File: src/rtl/dap_cmd_dispatcher.sv
// CMSIS-DAP command dispatcher: pops an ID byte, starts one of three handlers, then routes the byte stream to it until done.
// Optional watchdog abort on a stalled command is enabled by defining DAP_DISPATCH_TIMEOUT_EN.
module dap_cmd_dispatcher #(
    parameter logic [23:0] TIMEOUT_CYCLES = 24'd12_000_000,
    parameter int          CNT_W          = 16
) (
    input  logic             clk,
    input  logic             resetn,
    input  logic [7:0]       s_axis_tdata,
    input  logic             s_axis_tvaild,
    output logic             s_axis_tready,
    output logic [7:0]       cmd_id,
    output logic [2:0]       cmd_start,
    input  logic [2:0]       cmd_done,
    output logic [2:0]       cmd_abort,
    output logic [7:0]       hdl_tdata,
    output logic [2:0]       hdl_tvaild,
    input  logic [2:0]       hdl_tready,
    output logic             busy,
    output logic [1:0]       active_sel,
    output logic [CNT_W-1:0] cmd_count,
    output logic             err_timeout
);

    typedef enum logic [1:0] {
        ST_IDLE  = 2'd0,
        ST_START = 2'd1,
        ST_RUN   = 2'd2
    } state_t;

    state_t           r_state;
    logic [7:0]       r_cmd_id;
    logic [1:0]       r_sel;
    logic [2:0]       r_cmd_start;
    logic [CNT_W-1:0] r_count;

    logic [1:0] w_dec_sel;
    logic [2:0] w_dec_oh;
    logic [2:0] w_sel_oh;
    logic       w_run;
    logic       w_ready;
    logic       w_done;
    logic       w_accept;
    logic       w_timeout;

    always_comb begin
        w_dec_sel = 2'd0;
        case (s_axis_tdata)
            8'h05, 8'h06, 8'h08: w_dec_sel = 2'd1;
            8'h12, 8'h1D:        w_dec_sel = 2'd2;
            default:             w_dec_sel = 2'd0;
        endcase
    end

    assign w_dec_oh = 3'b001 << w_dec_sel;
    assign w_sel_oh = 3'b001 << r_sel;
    assign w_run    = (r_state == ST_RUN);
    assign w_ready  = |(hdl_tready & w_sel_oh);
    assign w_done   = w_run && |(cmd_done & w_sel_oh);
    assign w_accept = w_run && s_axis_tvaild && w_ready;

    // The ID byte is consumed in IDLE; payload routing is purely combinational in RUN.
    always_comb begin
        s_axis_tready = 1'b0;
        if (r_state == ST_IDLE)
            s_axis_tready = 1'b1;
        else if (w_run)
            s_axis_tready = w_ready;
    end

    assign hdl_tdata  = s_axis_tdata;
    assign hdl_tvaild = (w_run && s_axis_tvaild) ? w_sel_oh : 3'b000;
    assign busy       = (r_state != ST_IDLE);
    assign cmd_id     = r_cmd_id;
    assign cmd_start  = r_cmd_start;
    assign active_sel = r_sel;
    assign cmd_count  = r_count;

`ifdef DAP_DISPATCH_TIMEOUT_EN
    logic [23:0] r_to_cnt;

    // Fires on the cycle the idle count would reach TIMEOUT_CYCLES; a done in that cycle takes priority.
    assign w_timeout   = w_run && !w_done && !w_accept && (r_to_cnt == TIMEOUT_CYCLES - 24'd1);
    assign cmd_abort   = w_timeout ? w_sel_oh : 3'b000;
    assign err_timeout = w_timeout;

    always_ff @(posedge clk or negedge resetn) begin
        if (!resetn) begin
            r_to_cnt <= 24'd0;
        end else if (r_state == ST_START || w_accept) begin
            r_to_cnt <= 24'd0;
        end else if (w_run) begin
            r_to_cnt <= r_to_cnt + 24'd1;
        end
    end
`else
    assign w_timeout   = 1'b0;
    assign cmd_abort   = 3'b000;
    assign err_timeout = 1'b0;
`endif

    always_ff @(posedge clk or negedge resetn) begin
        if (!resetn) begin
            r_state     <= ST_IDLE;
            r_cmd_id    <= 8'd0;
            r_sel       <= 2'd0;
            r_cmd_start <= 3'b000;
            r_count     <= '0;
        end else begin
            r_cmd_start <= 3'b000;
            case (r_state)
                ST_IDLE: begin
                    if (s_axis_tvaild) begin
                        r_cmd_id    <= s_axis_tdata;
                        r_sel       <= w_dec_sel;
                        r_cmd_start <= w_dec_oh;
                        r_state     <= ST_START;
                    end
                end
                ST_START: begin
                    r_state <= ST_RUN;
                end
                ST_RUN: begin
                    if (w_done) begin
                        r_count <= r_count + 1'b1;
                        r_sel   <= 2'd0;
                        r_state <= ST_IDLE;
                    end else if (w_timeout) begin
                        r_sel   <= 2'd0;
                        r_state <= ST_IDLE;
                    end
                end
                default: begin
                    r_sel   <= 2'd0;
                    r_state <= ST_IDLE;
                end
            endcase
        end
    end

endmodule

File: config.mk
export PLATFORM = sky130hd
export DESIGN_NAME = dap_cmd_dispatcher
export DESIGN_NICKNAME = d
export VERILOG_FILES = /design/src/rtl/dap_cmd_dispatcher.sv
export SDC_FILE = /design/constraint.sdc
export NUM_CORES = 1
export LEC_CHECK = 0
export CAP_MARGIN = 20
export CORE_ASPECT_RATIO = 0.8
export CORE_UTILIZATION = 45
export CTS_CLUSTER_SIZE = 30
export DETAILED_ROUTE_END_ITERATION = 8
export PLACE_DENSITY = 0.88
export SLEW_MARGIN = 0
export SYNTH_ARGS = -nofsm -noshare
export SYNTH_HDL_FRONTEND = slang
export SYNTH_SLANG_ARGS = --single-unit
export TNS_END_PERCENT = 50
File: constraint.sdc
create_clock -name clk -period 5.2 [get_ports clk]
set_clock_uncertainty 0.15 [all_clocks]
set_input_delay 1.04 -clock clk [delete_from_list [all_inputs] [get_ports clk]]
set_output_delay 1.04 -clock clk [all_outputs]
set_load 0.005 [all_outputs]
Yosys cells after proc, flatten, opt, wreduce, memory -nomap -nowiden

Cells that the tools add are included.

Input port bits: 17
Word-level logic and storage cells: 43
Output and inout port bits: 46
Bits in registers: 31

Add/subtract/negate cells: 1
Muxes and demuxes: 11
Shifts and indexed selects: 2
Equal/unequal tests: 9
Reduce and logical (&&, ||, !) cells: 12
Bitwise logic cells: 3

Operator list:

| operator                                        | number |
|---|---|
| adder 16 x 1 -> 16 bit, second input constant   | 1 |
| == test 8 x 3 -> 1 bit, second input constant   | 2 |
| == test 8 x 5 -> 1 bit, second input constant   | 2 |
| one-hot mux 2 bit (3 select lines)              | 2 |
| two-way mux 3 bit                               | 3 |
| OR reduction 3 bit                              | 3 |
| == test 8 x 4 -> 1 bit, second input constant   | 1 |
| bitwise AND 3 bit                               | 2 |
| two-way mux 2 bit                               | 3 |
| AND reduction 2 bit                             | 3 |
| left shift 1 x 2 -> 3 bit, first input constant | 2 |
| one-hot mux 2 bit (2 select lines)              | 1 |
| AND reduction 3 bit                             | 1 |
| == test 2 x 1 -> 1 bit, second input constant   | 1 |
| == test 2 bit, second input constant            | 1 |
| logical AND 1 bit                               | 2 |
| logical NOT 2 bit                               | 1 |
| two-way mux 1 bit                               | 2 |
| != test 2 x 1 -> 1 bit, second input constant   | 1 |
| != test 2 bit, second input constant            | 1 |
| nonzero test 2 bit                              | 1 |
| OR reduction 2 bit                              | 1 |
| inverter 1 bit                                  | 1 |

Logic depth before layout (Yosys ltp)

Gate-level depths: netlist of run 1.

Depth after elaboration: 6
Gate-level depth with buffers: 5
Depth with buffers taken out: 5

Worst setup path after synthesis of run 1

No wires, ideal clock.

Path kind: input to output
Start: input hdl_tready[1]
End: output s_axis_tready
Required time: 4010 ps
Stages on the path: 3
Path slack: 2583 ps
Arrival: 1427 ps
Buffers on the path: 0
Path through: mux2_2 -> nand2_1 -> a31oi_1

Longest elaborated chain between the ends: 4

Ends and longest elaborated chain:

| element            | line | text |
|---|---|---|
| start, declared    | 18   | `input logic [2:0] hdl_tready,` |
| bitwise AND 3 bit  | 58   | `assign w_ready = \|(hdl_tready & w_sel_oh);` |
| OR reduction 3 bit | 58   |  |
| two-way mux 1 bit  | 67   | `else if (w_run)` |
| two-way mux 1 bit  | 65   | `if (r_state == ST_IDLE)` |
| end, declared      | 11   | `output logic s_axis_tready,` |

Every way passes these cells.

Final worst setup path of run 1

Start: input s_axis_tvaild
End: output hdl_tvaild[1]

Longest elaborated chain between the ends: 2

Ends and longest elaborated chain:

| element           | line | text |
|---|---|---|
| start, declared   | 10   | `input logic s_axis_tvaild,` |
| logical AND 1 bit | 72   | `assign hdl_tvaild = (w_run && s_axis_tvaild) ? w_sel_oh : 3'b000;` |
| two-way mux 3 bit | 72   |  |
| end, declared     | 17   | `output logic [2:0] hdl_tvaild,` |

Every way passes these cells.

==> flow_summary.yaml, run 1 <==
die:
  dieArea_mm2: 0.003941
  start_util_pct: 47.87
  io_pins: 63
  chipHeight_um: 56.35
  core_area_mm2: 0.003471
  rows: 19
  die_width_um: 69.94
pwr:
  max-vdd-ir-drop_mv: 0.2379
  power.leakage_uw: 0.0009610
  seqPwrFrac_pct: 42.8
  p_switching_uw: 284.2
  netSwitchingFraction_pct: 32.61
  p_clk_share_pct: 19.9
  total_power_uw: 871.7
  pwr-share-comb_pct: 37.3
  powerDensity_mw_per_mm2: 384.3
  intPower_uw: 587.4
synthesis:
  synth_top_area_cell: "dfrtp_1"
  synth_edf_count: 0
  ys.warnings.count: 0
  ys_seq_elements: 31
  synth_area_leaders: "dfrtp_1, xor2_1, nand2_1"
  synth.yosys.seq_area_share_pct: 46.69
  synth_ff_type: "dfrtp_1"
  synth.avg_cell_area_um2: 9.890
  synth_area_mm2: 0.001662
  synth.top_cell.area_share_pct: 46.69
  synth_cell_type_count: 40
  synthArstFlopShare_pct: 100.0
  synthCells: 168
clock_tree:
  clock_latency_ns: 0.28
  h-tree-depth: 2
  cts_tree: "yes"
  root_buffer: "clkbuf_8"
  clock_sinks: 31
  numCtsBuffers: 5
  cts_hold_buf: 0
  cts.path.max_buffers: 2
  cts_setup_buffers: 0
  clkTransAtPathRegs_ns: 0.06
  cts_resized: 0
cells_and_area:
  final_layout_size_suffix_gt1_share_pct: 6.849
  syn2layout_area_growth_pct: 36.52
  antenna_cells: 0
  finalNetCount: 238
  final_common_cell: "clkdlybuf4s50_1"
  final_cell_mix: "clkdlybuf4s50_1, nand2_1, dfrtp_1"
  final_util_pct: 65.36
  design_area_mm2: 0.002268
  num-fill-cells: 282
setup_path:
  path_cells: "clkdlybuf4s50_1 > nand2_1 > nor3b_1 > clkdlybuf4s50_1"
  cp_top_family: "buffers and inverters"
  critPathMaxFanout: 3
  crit_top_cell: "clkdlybuf4s50_1"
  crit_buf_inv: 2
  worstPathArrival_ns: 2.40
  critical_path_class: "input pin to output pin"
  reg2reg_slack_ns: 3.12
  cp-startpoint: "s_axis_tvaild"
  regToRegStartpoint: "active_sel[0]"
  endpoint_kind: "output pin"
  required_ns: 4.01
  critPathSlowestCell: "clkdlybuf4s50_1"
  cp-start-kind: "input pin"
  slowest_delay_ns: 0.54
sta:
  rsz0062_at_grt: "false"
  tightest_slew_ns: 0.5981
  clock.fmax_mhz: 278.9
  maxSlewViolCount: 0
  finalSetupTns_ns: 0
  slew_headroom_pct: 59.27
  min_period_over_period_pct: 68.96
  setup_viol: 0
  period_needed_ns: 3.586
  hold_violations: 0
route:
  drtIter0Drc: 65
  dr.pass1.iters: 4
  vias: 1339
  drc_errors: 0
  routed_wirelength_um: 3667
  ant_nets: 0
  drt-vias-per-instance: 5.130
  wl_per_cell_um: 14.05
global_route:
  grt_pass1_wl_um: 6037
  grt_start_max_net_pins: 32
  antenna_found_initial: 0
  grt.total_usage_pct: 19.95
  grt_overflow: 0
  grt_pass1_vias: 1260
hold_path:
  worstHoldStart: "cmd_id[1]"
  hold_path.class: "flop to flop"
place:
  port-buffer-count: 58
  place_hpwl_um: 2677
  placed_area_mm2: 0.002196
  gp_congestion: 0.7814
run:
  cap_violations: 0
status:
  status: "finished clean"
==> flip-flops by register name (all words and copies together) (netlist names) <==
signal and count:
cmd_count 16, cmd_start 3, cmd_id 8, active_sel 2, r_state 2
==> cells by family after synthesis <==
family / synth area share (%)
compound gates: 4.895
xor+xnor: 8.961
fa+ha+maj: 0.7529
buf+inv: 8.433
flops: 46.69
mux: 3.614
other cells: 0.2257
simple gates: 26.43
==> cells in the mapped netlist, drive strengths merged (3+ instances only) <==
| cell | n |
|---|---|
| nand2 | 32 |
| dfrtp | 31 |
| xor2 | 16 |
| buf | 14 |
| nor4 | 10 |
| nor3 | 7 |
| inv | 6 |
| a21oi | 5 |
| nand3 | 5 |
| o21ai | 4 |
| and4 | 3 |
| clkbuf | 3 |
| mux2 | 3 |
| nand2b | 3 |
| nand3b | 3 |
| nor2 | 3 |
==> cell type report <==
type                       count  area (µm²)  area share, %
clock buffer                   6       72.57          3.199
inverter                       6       22.52         0.9928
multi-input combinational    117       757.0          33.37
sequential                    31       775.7          34.20
tap                           42       52.55          2.317
timing repair buffer          59       588.1          25.92
==> power groups by stage <==
stage	registers, µW	clock network, µW	logic [µW]
floorplan	372	0	133
global placement	373	0	319
detailed placement	376	0	327
CTS	374	177	329
global route	384	187	360
finish	373	174	325
==> final timing paths <==
| kind | depth (start not counted) | endpoint |
|---|---|---|
| worst max-delay path | 4 | hdl_tvaild[1] |
| worst min-delay path | 2 | cmd_id[1] |
| worst max register to register | 4 | cmd_count[1] |
| worst min register to register | 2 | cmd_id[1] |
| max in group asynchronous | 2 | cmd_count[12] |
| min in group asynchronous | 2 | cmd_count[1] |
==> metal layers <==
layer  GRT usage (%)  vias up  wire, µm
li1                -      660         -
met1           26.27      623      1696
met2           29.95       47      1656
met3           5.386        9       218
met4           10.86        0        95
met5               0        -         0
==> worst register-to-register path: stages, from the launching register on <==
cell and delay (ns):
dfrtp_1 0.51, mux2_4 0.35, mux2i_4 0.48, nor2_1 0.15, mux2_1 0.33
==> through the flow <==
step	hold slack (ns)	worst slack [ns]	instances
3_3_place_gp	0.3074	1.681	255
5_1_grt	0.3574	1.493	261
6_report	0.3239	1.614	261
3_5_place_dp	0.3122	1.616	255
2_1_floorplan	0.3147	2.583	171
4_1_cts	0.3270	1.603	261
Power figures use the tool's default switching activity.
==> inputs of run 2 (changes only) <==
--- a/config.mk
+++ b/config.mk
@@ -7,10 +7,10 @@
 export LEC_CHECK = 0
 export CAP_MARGIN = 20
 export CORE_ASPECT_RATIO = 0.8
-export CORE_UTILIZATION = 45
+export CORE_UTILIZATION = 44
 export CTS_CLUSTER_SIZE = 30
 export DETAILED_ROUTE_END_ITERATION = 8
-export PLACE_DENSITY = 0.88
+export PLACE_DENSITY = 0.86
 export SLEW_MARGIN = 0
 export SYNTH_ARGS = -nofsm -noshare
 export SYNTH_HDL_FRONTEND = slang
==> constraint.sdc (replaced) <==
create_clock -name clk -period 3.7 [get_ports clk]
set_clock_uncertainty 0.15 [all_clocks]
set_input_delay 0.74 -clock clk [delete_from_list [all_inputs] [get_ports clk]]
set_output_delay 0.74 -clock clk [all_outputs]
set_load 0.005 [all_outputs]
==> run 2 against run 1 <==
Net effect: the flow now finishes with violations (DRC); die area increased by 2.2%; combinational power grew 40%; utilization shrank 0.88 points; register-to-register slack got worse by 1.5 ns; global-route usage down 0.54 points; final area unchanged; sequential power grew 42%; via count up 2.1%; count of clock-buffer cells in the layout did not move; clock power up 37%; largest power group unchanged; largest cell class unchanged; power rose by 40%; first-iteration DRC count up 34%.
==> flow_summary.yaml, run 2 (same netlist as run 1, synthesis figures left out) <==
setup_path:
  required_ns: 2.81
  critical_path_class: "input pin to output pin"
  worstPathArrival_ns: 2.07
  timing.rr.end: "cmd_count[1]"
  cp-start-kind: "input pin"
  crit_top_cell: "clkdlybuf4s50_1"
  path_cells: "clkdlybuf4s50_1 > nand2_1 > nor3b_1 > clkdlybuf4s50_1"
  cp_top_family: "buffers and inverters"
  slowest_delay_ns: 0.52
  endpoint_kind: "output pin"
  critPathMaxFanout: 3
  critPathSlowestCell: "clkdlybuf4s50_1"
  regToRegStartpoint: "active_sel[0]"
  crit_buf_inv: 2
  reg2reg_slack_ns: 1.63
  rr_worst_depth: 4
route:
  wl_per_cell_um: 14.20
  drc_errors: 8
  ant_nets: 0
  drt-vias-per-instance: 5.238
  vias: 1367
  routed_wirelength_um: 3707
  dr.pass1.iters: 6
  drtIter0Drc: 87
sta:
  clock.fmax_mhz: 338.2
  slew_headroom_pct: 59.55
  tightest_slew_ns: 0.5940
  period_needed_ns: 2.957
  min_period_over_period_pct: 79.93
  finalSetupTns_ns: 0
  hold_violations: 0
  maxSlewViolCount: 0
  rsz0062_at_grt: "false"
  setup_viol: 0
clock_tree:
  clkTransAtPathRegs_ns: 0.06
  cts_setup_buffers: 0
  clock_sinks: 31
  numCtsBuffers: 5
  root_buffer: "clkbuf_8"
  cts_hold_buf: 0
  cts_tree: "yes"
  cts.path.max_buffers: 2
  clock_latency_ns: 0.28
  cts_resized: 0
  h-tree-depth: 2
global_route:
  grt_pass1_wl_um: 5982
  antenna_found_initial: 0
  grt_overflow: 0
  grt_pass1_vias: 1208
  grt.total_usage_pct: 19.41
  grt_start_max_net_pins: 32
place:
  dpl.cell_count: 255
  port-buffer-count: 58
  gp_congestion: 0.7827
  place_hpwl_um: 2611
die:
  die_width_um: 70.71
  dieArea_mm2: 0.004028
  chipHeight_um: 56.97
  rows: 19
  start_util_pct: 47.23
  core_area_mm2: 0.003518
  io_pins: 63
cells_and_area:
  final_util_pct: 64.47
  largest_reg_flops: 16
  antenna_cells: 0
  finalNetCount: 238
  layout.cells.non_filler: 261
  final_common_cell: "clkdlybuf4s50_1"
  final_cell_mix: "clkdlybuf4s50_1, nand2_1, dfrtp_1"
  syn2layout_area_growth_pct: 36.52
  final_layout_size_suffix_gt1_share_pct: 6.849
run:
  cap_violations: 0
pwr:
  powerDensity_mw_per_mm2: 539.1
  seqPwrFrac_pct: 43.3
  intPower_uw: 825.6
  total_power_uw: 1223
  netSwitchingFraction_pct: 32.49
  power.leakage_uw: 0.0009610
  pwr-share-comb_pct: 37.2
  p_switching_uw: 397.4
  max-vdd-ir-drop_mv: 0.2948
  p_clk_share_pct: 19.5
status:
  status: "finished, violations left"
  violations: "DRC"
hold_path:
  hold_path.class: "flop to flop"
  hold_path_depth: 1
  holdPathEnd: "cmd_count[15]"
  worstHoldStart: "cmd_count[15]"
[run 2: cell counts in the layout (fill, tap and decap cells not counted)]
No cell type changed its count.
[run 2: worst reg2reg max path: cells and delay by family (launching register included)]
kind / cells / cell delay, ns
mux: 3 / 1.16
flops: 1 / 0.50
simple gates: 1 / 0.15
[run 2: stage by stage]
step / hold WS (ns) / setup WS (ns) / cell area, µm²
detailed placement: 0.3150 / 0.7459 / 2196
floorplan: 0.2944 / 1.683 / 1673
global route: 0.3329 / 0.6281 / 2268
finish: 0.3229 / 0.7427 / 2268
global placement: 0.3093 / 0.7738 / 2196
CTS: 0.3272 / 0.7544 / 2268
[run 2: final cells by class]
cell class	count	area, µm²
clock buffer	6	72.57
fill	307	1250
multi-input combinational	117	757.0
tap	42	52.55
inverter	6	22.52
sequential	31	775.7
timing repair buffer	59	588.1
[run 2: layer usage]
layer | routed length (µm) | track usage, % | vias to the layer above
li1 | - | - | 663
met1 | 1744 | 27.21 | 648
met4 | 39 | 8.000 | 0
met5 | 0 | 0 | -
met3 | 259 | 6.360 | 4
met2 | 1664 | 27.88 | 52
[run 2: how the worst max path moves through the flow]
stage | from | end | slack (ns) | cells past startpoint
final | s_axis_tvaild | hdl_tvaild[1] | 0.74 | 4
after global routing | s_axis_tvaild | hdl_tvaild[1] | 0.63 | 4
after floorplan | hdl_tready[1] | s_axis_tready | 1.68 | 3
after global placement | hdl_tready[0] | s_axis_tready | 0.77 | 5
after CTS | s_axis_tvaild | hdl_tvaild[1] | 0.75 | 4
after detailed placement | hdl_tready[0] | s_axis_tready | 0.75 | 5
[run 2: power groups by stage]
stage          combinational [µW]  sequential, µW  clock [µW]
6_report                      456             529         238
4_1_cts                       461             528         245
2_1_floorplan                 187             523           0
3_5_place_dp                  457             531           0
3_3_place_gp                  450             527           0
5_1_grt                       500             545         261
